File: src/rtl/nn_dense_seq.sv
// Time-multiplexed dense layer: buffers one input vector, runs one MAC per weight
// against external synchronous ROMs, and streams one scaled/saturated result per neuron.
module nn_dense_seq #(
  parameter int unsigned IN_SIZE  = 13,
  parameter int unsigned OUT_SIZE = 16,
  parameter int unsigned IN_W     = 8,
  parameter int unsigned W_W      = 8,
  parameter int unsigned ACC_W    = 24,
  parameter int unsigned OUT_W    = 16,
  parameter int unsigned SHIFT    = 7,
  parameter int unsigned RELU     = 1,
  localparam int unsigned WA_W = (IN_SIZE * OUT_SIZE > 1) ? $clog2(IN_SIZE * OUT_SIZE) : 1,
  localparam int unsigned O_W  = (OUT_SIZE > 1) ? $clog2(OUT_SIZE) : 1
) (
  input  logic                    clk,
  input  logic                    rst_n,
  input  logic                    in_valid,
  output logic                    in_ready,
  input  logic signed [IN_W-1:0]  in_data,
  input  logic                    in_last,
  output logic [WA_W-1:0]         w_addr,
  input  logic signed [W_W-1:0]   w_data,
  output logic [O_W-1:0]          b_addr,
  input  logic signed [ACC_W-1:0] b_data,
  output logic                    out_valid,
  input  logic                    out_ready,
  output logic signed [OUT_W-1:0] out_data,
  output logic [O_W-1:0]          out_index,
  output logic                    out_last,
  output logic                    busy
);

  localparam int unsigned IX_W   = (IN_SIZE > 1) ? $clog2(IN_SIZE) : 1;
  localparam int unsigned CNT_W  = $clog2(IN_SIZE + 1);
  localparam int unsigned PROD_W = IN_W + W_W;
  localparam int unsigned X_W    = (ACC_W > OUT_W) ? ACC_W : OUT_W;
  localparam logic signed [X_W-1:0] SAT_MAX = {{(X_W - OUT_W + 1){1'b0}}, {(OUT_W - 1){1'b1}}};
  localparam logic signed [X_W-1:0] SAT_MIN = {{(X_W - OUT_W + 1){1'b1}}, {(OUT_W - 1){1'b0}}};

  typedef enum logic [1:0] {S_LOAD, S_MAC, S_OUT} state_e;

  state_e                  state_q, state_d;
  logic [CNT_W-1:0]        i_q, i_d;
  logic [CNT_W-1:0]        cnt_q, cnt_d;
  logic [O_W-1:0]          o_q, o_d;
  logic signed [ACC_W-1:0] acc_q, acc_d;
  logic                    in_ready_q, in_ready_d;
  logic                    out_valid_q, out_valid_d;
  logic signed [OUT_W-1:0] out_data_q, out_data_d;
  logic [O_W-1:0]          out_index_q, out_index_d;
  logic                    out_last_q, out_last_d;
  logic                    busy_q, busy_d;
  logic [WA_W-1:0]         w_addr_q, w_addr_d;
  logic [O_W-1:0]          b_addr_q, b_addr_d;
  logic signed [IN_W-1:0]  vec_q [IN_SIZE];
  logic signed [IN_W-1:0]  vec_d [IN_SIZE];

  logic signed [IN_W-1:0]   mac_x;
  logic signed [PROD_W-1:0] mac_p;
  logic signed [ACC_W-1:0]  mac_sum;
  logic signed [ACC_W-1:0]  acc_sh;
  logic signed [X_W-1:0]    res_x;

  // Next-state, datapath and output computation.
  always_comb begin
    state_d     = state_q;
    i_d         = i_q;
    cnt_d       = cnt_q;
    o_d         = o_q;
    acc_d       = acc_q;
    in_ready_d  = in_ready_q;
    out_valid_d = out_valid_q;
    out_data_d  = out_data_q;
    out_index_d = out_index_q;
    out_last_d  = out_last_q;
    busy_d      = busy_q;
    w_addr_d    = w_addr_q;
    b_addr_d    = b_addr_q;
    vec_d       = vec_q;

    // Accumulate step: the weight returned now belongs to element cnt-1; bias seeds the first step.
    mac_x   = vec_q[IX_W'(cnt_q - CNT_W'(1))];
    mac_p   = PROD_W'(mac_x) * PROD_W'(w_data);
    mac_sum = ((cnt_q == CNT_W'(1)) ? b_data : acc_q) + ACC_W'(mac_p);

    acc_sh = mac_sum >>> SHIFT;
    res_x  = X_W'(acc_sh);
    if (RELU != 0 && res_x[X_W-1]) res_x = '0;
    if (res_x > SAT_MAX) res_x = SAT_MAX;
    else if (res_x < SAT_MIN) res_x = SAT_MIN;

    case (state_q)
      S_LOAD: begin
        if (in_valid && in_ready_q) begin
          vec_d[IX_W'(i_q)] = in_data;
          if (in_last) begin
            for (int unsigned j = 0; j < IN_SIZE; j++) begin
              if (CNT_W'(j) > i_q) vec_d[IX_W'(j)] = '0;
            end
          end
          if (in_last || i_q == CNT_W'(IN_SIZE - 1)) begin
            state_d    = S_MAC;
            i_d        = '0;
            cnt_d      = '0;
            in_ready_d = 1'b0;
            busy_d     = 1'b1;
            w_addr_d   = WA_W'(32'(o_q) * IN_SIZE);
            b_addr_d   = o_q;
          end else begin
            i_d = i_q + CNT_W'(1);
          end
        end
      end
      S_MAC: begin
        cnt_d = cnt_q + CNT_W'(1);
        if (cnt_q < CNT_W'(IN_SIZE - 1)) w_addr_d = w_addr_q + WA_W'(1);
        if (cnt_q != '0) acc_d = mac_sum;
        if (cnt_q == CNT_W'(IN_SIZE)) begin
          state_d     = S_OUT;
          cnt_d       = '0;
          out_valid_d = 1'b1;
          out_data_d  = OUT_W'(res_x);
          out_index_d = o_q;
          out_last_d  = (o_q == O_W'(OUT_SIZE - 1));
        end
      end
      S_OUT: begin
        if (out_ready) begin
          out_valid_d = 1'b0;
          if (o_q == O_W'(OUT_SIZE - 1)) begin
            state_d    = S_LOAD;
            o_d        = '0;
            i_d        = '0;
            in_ready_d = 1'b1;
            busy_d     = 1'b0;
          end else begin
            o_d      = o_q + O_W'(1);
            state_d  = S_MAC;
            cnt_d    = '0;
            w_addr_d = WA_W'(32'(o_d) * IN_SIZE);
            b_addr_d = o_d;
          end
        end
      end
      default: state_d = S_LOAD;
    endcase
  end

  always_ff @(posedge clk or negedge rst_n) begin
    if (!rst_n) begin
      state_q     <= S_LOAD;
      i_q         <= '0;
      cnt_q       <= '0;
      o_q         <= '0;
      acc_q       <= '0;
      in_ready_q  <= 1'b1;
      out_valid_q <= 1'b0;
      out_data_q  <= '0;
      out_index_q <= '0;
      out_last_q  <= 1'b0;
      busy_q      <= 1'b0;
      w_addr_q    <= '0;
      b_addr_q    <= '0;
    end else begin
      state_q     <= state_d;
      i_q         <= i_d;
      cnt_q       <= cnt_d;
      o_q         <= o_d;
      acc_q       <= acc_d;
      in_ready_q  <= in_ready_d;
      out_valid_q <= out_valid_d;
      out_data_q  <= out_data_d;
      out_index_q <= out_index_d;
      out_last_q  <= out_last_d;
      busy_q      <= busy_d;
      w_addr_q    <= w_addr_d;
      b_addr_q    <= b_addr_d;
    end
  end

  // Vector buffer contents are meaningless after reset, so it carries no reset.
  always_ff @(posedge clk) begin
    vec_q <= vec_d;
  end

  assign in_ready  = in_ready_q;
  assign out_valid = out_valid_q;
  assign out_data  = out_data_q;
  assign out_index = out_index_q;
  assign out_last  = out_last_q;
  assign busy      = busy_q;
  assign w_addr    = w_addr_q;
  assign b_addr    = b_addr_q;

endmodule

File: config.mk
export PLATFORM = sky130hd
export DESIGN_NAME = nn_dense_seq
export DESIGN_NICKNAME = d
export VERILOG_FILES = /design/src/rtl/nn_dense_seq.sv
export SDC_FILE = /design/constraint.sdc
export NUM_CORES = 1
export LEC_CHECK = 0
export CAP_MARGIN = 40
export CORE_ASPECT_RATIO = 1.5
export CORE_UTILIZATION = 58
export DETAILED_ROUTE_END_ITERATION = 16
export PLACE_DENSITY = 0.74
export SYNTH_ARGS = -nofsm -noshare
export SYNTH_HDL_FRONTEND = slang
export SYNTH_SLANG_ARGS = --single-unit
File: constraint.sdc
create_clock -name clk -period 10.7 [get_ports clk]
set_clock_uncertainty 0.15 [all_clocks]
set_input_delay 1.605 -clock clk [delete_from_list [all_inputs] [get_ports clk]]
set_output_delay 1.605 -clock clk [all_outputs]
set_load 0.1 [all_outputs]
==> results of run 1 <==
routing by layer:
metal	vias to the layer above	global-route usage
li1	4915	-
met1	5201	0.3417
met2	374	0.5695
met3	115	0.04001
met4	0	0.2000
met5	-	0
sequential cells by signal, summed over array words and instances, names as in the netlist:
register,flops
acc_q,24
out_last,1
b_addr,4
busy,1
out_index,4
state_q,2
i_q,4
in_ready,1
w_addr,8
out_data,16
o_q,4
cnt_q,4
out_valid,1
vec_q,104
cells by family (layout without fill, tap and decap cells):
group | after synthesis | after routing
DFF | 178 | 178
and+or+nand+nor | 387 | 387
AOI/OAI and AO/OA | 280 | 280
buffers and inverters | 194 | 293
muxes | 83 | 83
xor gates and xnor gates | 44 | 44
adders and majority gates | 197 | 197
cells in the final DEF (no fill, tap or decap), types with 56 or more instances in the layout:
| cell | instances |
|---|---|
| nand2_1 | 188 |
| inv_1 | 127 |
| fa_1 | 106 |
| edfxtp_1 | 104 |
| a21oi_1 | 101 |
| ha_1 | 91 |
| nor2_1 | 88 |
| clkdlybuf4s50_1 | 79 |
| dfrtp_1 | 72 |
| nand3_1 | 56 |
worst paths after layout:
kind,from,to,slack [ns],cells past startpoint
min in group asynchronous,rst_n,w_addr[5]$_DFFE_PN0P_,0.89,1
max reg2reg,cnt_q[1]$_DFFE_PN0P_,acc_q[23]$_DFFE_PN0P_,2.47,22
min reg2reg,out_data[4]$_DFFE_PN0P_,out_data[4]$_DFFE_PN0P_,0.33,2
max in group asynchronous,rst_n,acc_q[9]$_DFFE_PN0P_,8.93,2
max,cnt_q[1]$_DFFE_PN0P_,acc_q[23]$_DFFE_PN0P_,2.47,22
min,out_data[4]$_DFFE_PN0P_,out_data[4]$_DFFE_PN0P_,0.33,2
area by class of cell:
cell class	instances	area, µm²	area share
multi-input cells	991	8369	0.5129
clock buffers	20	489.2	0.02998
well taps	319	399.1	0.02446
repair buffers	134	1514	0.09278
inverters	127	476.7	0.02921
flip-flops and latches	178	4977	0.3050
clock inverters	12	92.59	0.005674
worst min-delay path, delay by kind of cell, from the launching register on:
| family | cells | cell delay (ns) |
|---|---|---|
| simple gates | 1 | 0.05 |
| flops | 1 | 0.34 |
| compound gates | 1 | 0.06 |
synth_stat cells (2+ instances only):
cell	instances	area [µm²]
nand2_1	188	705.7
inv_1	127	476.7
fa_1	106	2122
edfxtp_1	104	3123
a21oi_1	101	505.5
ha_1	91	1139
nor2_1	88	330.3
dfrtp_1	73	1827
nand3_1	56	280.3
a22o_1	49	429.2
clkbuf_1	47	176.4
mux2_2	35	394.1
o21ai_0	35	175.2
mux2i_1	32	320.3
xnor2_1	29	254.0
mux4_2	16	360.4
nor3_1	14	70.07
a211oi_1	13	97.59
xor2_1	13	113.9
and2_1	12	75.07
a21o_1	11	82.58
a31oi_1	10	62.56
buf_2	9	45.04
a31o_2	8	70.07
o22ai_1	7	43.79
and3_1	6	37.54
nor2b_1	6	37.54
o31ai_1	6	45.04
buf_1	5	18.77
buf_6	5	56.30
a22oi_1	4	30.03
nand2b_1	4	25.02
o31ai_2	4	50.05
nand4_1	3	18.77
o211ai_1	3	22.52
a211o_1	2	17.52
a21boi_1	2	15.01
a21o_2	2	17.52
nand3b_1	2	15.01
nor3b_1	2	15.01
o21ai_1	2	10.01
metrics by stage:
step / setup WS [ns] / utilization
after floorplan: 2.958 / -
after global placement: 2.468 / 0.6348
after detailed placement: 2.412 / 0.6604
after CTS: 2.417 / 0.6848
after global routing: 1.889 / 0.6848
final: 2.468 / 0.6848
==> flow_summary.ini, run 1 <==
[run_status]
status = finished, final reports clean

[cts]
holdBufCountCts = 0
cts_buffers = 17
post_cts_resized = 0
clock-root-buffer = clkbuf_16
clk_latency_ns = 0.44
cts_tree = done
cts_buffer_depth = 2
cts_setup_buffers = 0
clk_pin_slew_ns = 0.07
ctsHtreeMaxLevel = 4
cts.sinks = 178

[floorplanning]
start_util = 0.5922
dieArea_um2 = 24970
pin_count = 81
die_w_um = 129.4
die_h_um = 193.0
core-area_um2 = 23830
rows = 69

[setup_path]
critPathLaunchType = register
setup.worst_path.end_class = register
cp_common_cell = fa_1
crit_fanout = 17
crit_family = adder cells
cpPeakStageDelay_ns = 0.75
crit_chain = inv_1, ha_1, buf_4, mux4_2, nand2_1, a31o_2, nor2_1, fa_1, inv_1, fa_1, inv_1, fa_1, fa_1, ha_1, ha_1, a211oi_1, nor2_1, o41a_1, o41ai_4, o21ai_4, xnor2_4, mux2_2
worstSetupPathType = register to register
worstPathRequired_ns = 10.93
critPathBufInv = 4
critPathArrivalTime_ns = 8.46
cp_slowest_cell = ha_1

[placed_design]
dpl-instance-area_um2 = 15740
io_buffers = 80
placed_cells = 1749
gp_congestion = 0.9098
hpwlAfterDp_um = 28070

[yosys]
synthesis.area_um2 = 14110
synth_top_family_by_area = adder cells
ys_seq_area_frac = 0.3526
syn_inst = 1363
async_reset_ff_frac = 0.4157
synthAdderAreaFrac = 0.2311
synth.distinct_cells = 72
synth_mux_area_frac = 0.07617
synth-compound-area-share = 0.1369
synth_fp_nets = 1605
synth_edf_count = 104
synth_area_per_cell_um2 = 10.35
synth_ff_type = edfxtp_1
synth_xor_area_frac = 0.02917
ys_warn_count = 0
synthSimpleGateAreaFrac = 0.1189
ys_ff_latch = 178

[drt]
dr_wl_met3_um = 1629
final_antenna_net_count = 0
routed_wl_um = 36500
drc = 0
vias = 10610
wl_met2_um = 19360
routed_via_density = 5.955
wire_per_inst_um = 20.50
firstDrtPassIters = 5
drtIter0Drc = 631
wl_met1_um = 13180
routed.top_layer = met4

[grt]
grt_pass1_vias = 11110
grt_max_degree = 58
grt_pass1_wl_um = 58540
track_usage = 0.3131
antenna_found_initial = 0
grt-ovfl-total = 0

[sta]
finalSetupViolCount = 0
whs_ns = 0.3344
finalCritPeriodShare = 0.7694
max-slew-margin-rel = 0.4381
final_hold_viol_count = 0
fmax_mhz = 121.5
rsz0062_at_grt = false
drv_slew = 0
tightest_slew_ns = 0.8402
setup_tns_ns = 0
period_needed_ns = 8.232

[cells_and_area]
fill_cells = 1865
postLayoutCellArea_um2 = 16320
final_cells = 1781
drive_above_1_share = 0.1183
final_nets = 1691
area_growth_pct = 15.64
diodes = 0

[flow_run]
drv_cap = 0

[min_path]
hp-class = register to register
Power of run 1 is not shown: default switching activity piles up to over one toggle a cycle in this logic, so the estimate is an artifact.
==> run 2: changes to the inputs <==
--- a/config.mk
+++ b/config.mk
@@ -7,9 +7,9 @@
 export LEC_CHECK = 0
 export CAP_MARGIN = 40
 export CORE_ASPECT_RATIO = 1.5
-export CORE_UTILIZATION = 58
+export CORE_UTILIZATION = 56
 export DETAILED_ROUTE_END_ITERATION = 16
-export PLACE_DENSITY = 0.74
+export PLACE_DENSITY = 0.75
 export SYNTH_ARGS = -nofsm -noshare
 export SYNTH_HDL_FRONTEND = slang
 export SYNTH_SLANG_ARGS = --single-unit
==> constraint.sdc (replaced) <==
create_clock -name clk -period 7.2 [get_ports clk]
set_clock_uncertainty 0.15 [all_clocks]
set_input_delay 1.08 -clock clk [delete_from_list [all_inputs] [get_ports clk]]
set_output_delay 1.08 -clock clk [all_outputs]
set_load 0.1 [all_outputs]
==> run 2 against run 1 <==
- critical path depth is 3 higher
- die area is 3.5% higher
- wire length is 0.84% higher
- worst hold slack worse by 0.0032 ns
==> flow_summary.ini, run 2 (synthesis results as in run 1) <==
[grt]
grtUsageMet1 = 0.3093
grt_max_degree = 72
grt_pass1_vias = 11320
grt-ovfl-total = 0
antenna_found_initial = 0
grt_pass1_wl_um = 58910
met2_usage = 0.5614
use_met3 = 0.04038
track_usage = 0.2957
grt.busiest_layer = met2

[setup_path]
crit_family = adder cells
critPathLaunchType = register
cp_slowest_cell = fa_1
cp_common_cell = fa_1
worstPathRequired_ns = 7.40
critPathBufInv = 5
worstSetupPathType = register to register
critPathArrivalTime_ns = 7.17
worst-path-stages = 25
r2r_cells = 25
setup.worst_path.end_class = register
cpPeakStageDelay_ns = 0.52
crit_fanout = 23

[cells_and_area]
ff_latch_area_um2 = 4979
multi_input_area_um2 = 8454
final_common_cell = nand2_1
diodes = 0
largest_register_ffs = 104
area_growth_pct = 18.04
final_nets = 1719
final_cells = 1814
drive_above_1_share = 0.1403
regMostFlops = vec_q
layout_common_cells = 187 x nand2_1, 125 x inv_1, 105 x fa_1
fill_cells = 1893

[cts]
cts_tree = done
ctsHtreeMaxLevel = 4
clk_latency_ns = 0.45
cts_buffers = 17
clock-root-buffer = clkbuf_16
cts_buffer_depth = 2
cts.sinks = 178
clk_pin_slew_ns = 0.07

[floorplanning]
die_w_um = 131.6
dieArea_um2 = 25850
core-area_um2 = 24520
pin_count = 81
rows = 70
die_h_um = 196.4
start_util = 0.5754

[drt]
firstDrtPassIters = 5
drc = 0
final_antenna_net_count = 0
vias = 10740
routed_via_density = 5.919
wire_per_inst_um = 20.29
routed_wl_um = 36810
drtIter0Drc = 633

[min_path]
hp-class = register to register
whs_path_depth = 2

[flow_run]
drv_cap = 0

[sta]
finalCritPeriodShare = 0.9678
tightest_slew_ns = 0.8829
period_needed_ns = 6.968
drv_slew = 0
final_hold_viol_count = 0
finalSetupViolCount = 0
fmax_mhz = 143.5
max-slew-margin-rel = 0.4102

[placed_design]
io_buffers = 80
gp_congestion = 0.9274
placed_cells = 1780
hpwlAfterDp_um = 28560

[run_status]
status = finished, final reports clean
[run 2: cell count changes in the layout (fill, tap and decap cells not counted), sizes merged]
cell      change
clkbuf        +2
buf          +28
clkinv        -1
clkinvlp      +4
inv           -5
[run 2: routing by layer]
metal / vias up / part of all wire
li1: 4964 / -
met1: 5266 / 0.36
met2: 373 / 0.54
met3: 134 / 0.042
met4: 0 / 0.056
met5: - / 0
[run 2: layout make-up]
type                            instances  area share
Clock buffer                           22     0.02667
Clock inverter                         10    0.004808
Inverter                              127     0.02885
Multi-Input combinational cell        991      0.5076
Sequential cell                       178      0.2989
Tap cell                              324     0.02434
Timing Repair Buffer                  162      0.1088
[run 2: repair_timing]
action	CTS	global route
setup endpoints to repair	0	20
gates resized for setup	0	14
hold buffers	0	0
buffers inserted	0	2
[run 2: worst reg2reg max path: stages (launching register included)]
cell and delay (ns):
dfrtp_2 0.44, inv_1 0.14, ha_4 0.19, xor2_2 0.21, buf_12 0.18, nand2_1 0.12
a31oi_2 0.23, a211oi_1 0.10, a31o_2 0.28, inv_1 0.12, nand2_1 0.09, fa_1 0.52
inv_1 0.05, fa_1 0.51, fa_1 0.44, fa_1 0.52, fa_1 0.43, ha_1 0.35
a21o_1 0.23, a221oi_4 0.36, o221ai_2 0.17, buf_4 0.18, a211oi_1 0.24, xnor2_1 0.22
nor3_1 0.13, a211oi_2 0.26
[run 2: final timing paths]
check	end	start	slack (ns)
setup / recovery	out_data[13]$_DFFE_PN0P_	cnt_q[1]$_DFFE_PN0P_	0.23
hold / removal	acc_q[21]$_DFFE_PN0P_	acc_q[21]$_DFFE_PN0P_	0.33
setup reg to reg	out_data[13]$_DFFE_PN0P_	cnt_q[1]$_DFFE_PN0P_	0.23
hold reg to reg	acc_q[21]$_DFFE_PN0P_	acc_q[21]$_DFFE_PN0P_	0.33
max in group asynchronous	acc_q[10]$_DFFE_PN0P_	rst_n	5.87
min in group asynchronous	w_addr[2]$_DFFE_PN0P_	rst_n	0.44
[run 2: metrics by stage]
stage	area (µm²)	utilization	TNS [ns]	hold slack (ns)	setup slack [ns]
after floorplan	14170	-	0	0.2960	0.02162
after global placement	15420	0.6288	0	0.3150	0.2410
after detailed placement	16050	0.6545	0	0.3208	0.05871
after CTS	16570	0.6759	0	0.3359	0.05242
after global routing	16660	0.6792	-0.1059	0.3517	-0.05429
final	16660	0.6792	0	0.3312	0.2316
Power of run 2 is left out for the same reason.
==> run 3: changes to the inputs <==
--- a/config.mk
+++ b/config.mk
@@ -6,10 +6,12 @@
 export NUM_CORES = 1
 export LEC_CHECK = 0
 export CAP_MARGIN = 40
-export CORE_ASPECT_RATIO = 1.5
-export CORE_UTILIZATION = 56
+export CELL_PAD_IN_SITES_DETAIL_PLACEMENT = 1
+export CELL_PAD_IN_SITES_GLOBAL_PLACEMENT = 1
+export CORE_ASPECT_RATIO = 0.75
+export CORE_UTILIZATION = 44
 export DETAILED_ROUTE_END_ITERATION = 16
-export PLACE_DENSITY = 0.75
+export PLACE_DENSITY = 0.74
 export SYNTH_ARGS = -nofsm -noshare
 export SYNTH_HDL_FRONTEND = slang
 export SYNTH_SLANG_ARGS = --single-unit
==> run 3 against run 2 <==
- maximum frequency shrank 1.0%
- worst hold slack gained 0.0021 ns
- die area grew 27%
- via count grew 4.2%
- cell area grew 2.4%
- clock-buffer cell count shrank 2
- first-iteration DRC count grew 44%
- setup slack lost 0.072 ns
- largest cell class unchanged
- global-route usage shrank 2.8 points
- final cell count grew 5.5%
- sequential share of layout area shrank 0.70 points
==> flow_summary.ini, run 3 (synthesis results as in run 1) <==
[setup_path]
reg2reg_to = out_data[13]$_DFFE_PN0P_
ff2ff_setup_slack_ns = 0.16
r2r_cells = 27
worstPathRequired_ns = 7.41
crit_fanout = 7
critPathLaunchType = register
critPathArrivalTime_ns = 7.25
worstSetupPathType = register to register
setup.worst_path.end_class = register
timing.rr.start = cnt_q[1]$_DFFE_PN0P_

[drt]
final_antenna_net_count = 0
routed_via_density = 5.845
firstDrtPassIters = 5
drtIter0Drc = 914
drc = 0
wire_per_inst_um = 22.70
dr_wl_met3_um = 2686
wl_met1_um = 19990
wl_met2_um = 20360
routed_wl_um = 43450
routed.top_layer = met4
vias = 11190

[placed_design]
placed_cells = 1862
gp_congestion = 0.8716
hpwlAfterDp_um = 31520
io_buffers = 80

[cells_and_area]
final_common_cell = nand2_1
layout_common_cells = 185 x nand2_1, 119 x inv_1, 104 x fa_1, 104 x edfxtp_1, 98 x a21oi_1
diodes = 0
regMostFlops = vec_q
largest_register_ffs = 104
drive_above_1_share = 0.1691
fill_cells = 3403
area_growth_pct = 20.85
final_nets = 1737
post-route-util = 0.5432
final_cells = 1914

[floorplanning]
start_util = 0.4495
pin_count = 81
rows = 56
core-area_um2 = 31390
die_w_um = 208.8
die_h_um = 157.1
dieArea_um2 = 32800

[sta]
finalSetupViolCount = 0
drv_slew = 0
finalCritPeriodShare = 0.9779
max-slew-margin-rel = 0.3469
tightest_slew_ns = 0.9797
fmax_mhz = 142.0
whs_ns = 0.3333
final_hold_viol_count = 0
period_needed_ns = 7.041

[cts]
clk_latency_ns = 0.45
cts_buffers = 17
clk_pin_slew_ns = 0.08
cts_tree = done
clock-root-buffer = clkbuf_16
cts.sinks = 178
ctsHtreeMaxLevel = 4
holdBufCountCts = 0
cts_buffer_depth = 2

[min_path]
hp-class = register to register
hold_start = acc_q[11]$_DFFE_PN0P_
whs_endpoint = acc_q[11]$_DFFE_PN0P_
whs_path_depth = 2

[run_status]
status = finished, final reports clean

[grt]
grt_pass1_vias = 11640
grt_max_degree = 64
antenna_found_initial = 0
track_usage = 0.2679
grt_pass1_wl_um = 67450
grt-ovfl-total = 0

[flow_run]
drv_cap = 0
==> run 3: cell types whose count changed in the layout (fill, tap and decap cells not counted), moves of 3 or more <==
cell	before	now
a21oi_2	0	3
a211oi_2	1	4
buf_4	38	53
buf_8	34	37
a211oi_1	12	9
a21oi_1	101	98
ha_2	1	6
ha_1	89	83
inv_2	1	5
inv_1	125	119
==> run 3: what timing repair did <==
action                     CTS  global route
gates cloned                 0             2
gates resized for setup      6            44
hold endpoints to repair     0             0
setup endpoints to repair   12            21
pin swaps                    1            11
setup buffers                2            16
==> run 3: per-layer routing <==
metal	track usage	up-vias
li1	-	5014
met1	0.3916	5790
met2	0.4202	353
met3	0.05028	30
met4	0.04342	0
met5	0	-
==> run 3: per-stage QoR <==
stage                     cell area (µm²)  setup WS [ns]  TNS (ns)
after global routing                17050        -0.1626    -1.809
after global placement              15510         0.1866         0
final                               17050         0.1593         0
after CTS                           16710        0.01863         0
after floorplan                     14170        0.02162         0
after detailed placement            16100       -0.01264  -0.01980
==> run 3: layout make-up <==
| type | count | area [µm²] | area share |
|---|---|---|---|
| Multi-Input combinational cell | 992 | 8584 | 0.5034 |
| Sequential cell | 178 | 4979 | 0.2920 |
| Timing Repair Buffer | 179 | 1932 | 0.1133 |
| Tap cell | 406 | 508.0 | 0.02979 |
| Inverter | 127 | 486.7 | 0.02854 |
| Clock buffer | 20 | 436.7 | 0.02561 |
| Clock inverter | 12 | 126.4 | 0.007411 |
==> run 3: critical path: stages, from the launching register on <==
cell       delay (ns)
dfrtp_2          0.41
inv_2            0.07
ha_4             0.19
buf_12           0.13
xnor2_4          0.14
a21oi_1          0.19
a31oi_2          0.06
a211oi_2         0.30
a31o_4           0.25
nor2_1           0.09
fa_1             0.62
inv_1            0.09
buf_4            0.16
fa_1             0.54
inv_1            0.06
fa_1             0.53
fa_1             0.54
ha_1             0.32
ha_1             0.31
buf_4            0.16
nand2_1          0.11
a2111oi_2        0.05
a21o_2           0.26
o41ai_4          0.42
o21ai_4          0.14
xnor2_4          0.22
buf_4            0.18
a211oi_1         0.24
==> run 3: how the worst max path moves through the flow <==
stage	startpoint	end	slack (ns)	cells after the start
2_1_floorplan	cnt_q[0]$_DFFE_PN0P_	out_data[14]$_DFFE_PN0P_	0.02	26
3_3_place_gp	cnt_q[1]$_DFFE_PN0P_	out_data[4]$_DFFE_PN0P_	0.19	23
3_5_place_dp	cnt_q[1]$_DFFE_PN0P_	out_data[2]$_DFFE_PN0P_	-0.01	25
4_1_cts	cnt_q[1]$_DFFE_PN0P_	out_data[11]$_DFFE_PN0P_	0.02	27
5_1_grt	cnt_q[1]$_DFFE_PN0P_	out_data[4]$_DFFE_PN0P_	-0.16	26
6_report	cnt_q[1]$_DFFE_PN0P_	out_data[13]$_DFFE_PN0P_	0.16	27
Power of run 3 is left out for the same reason.
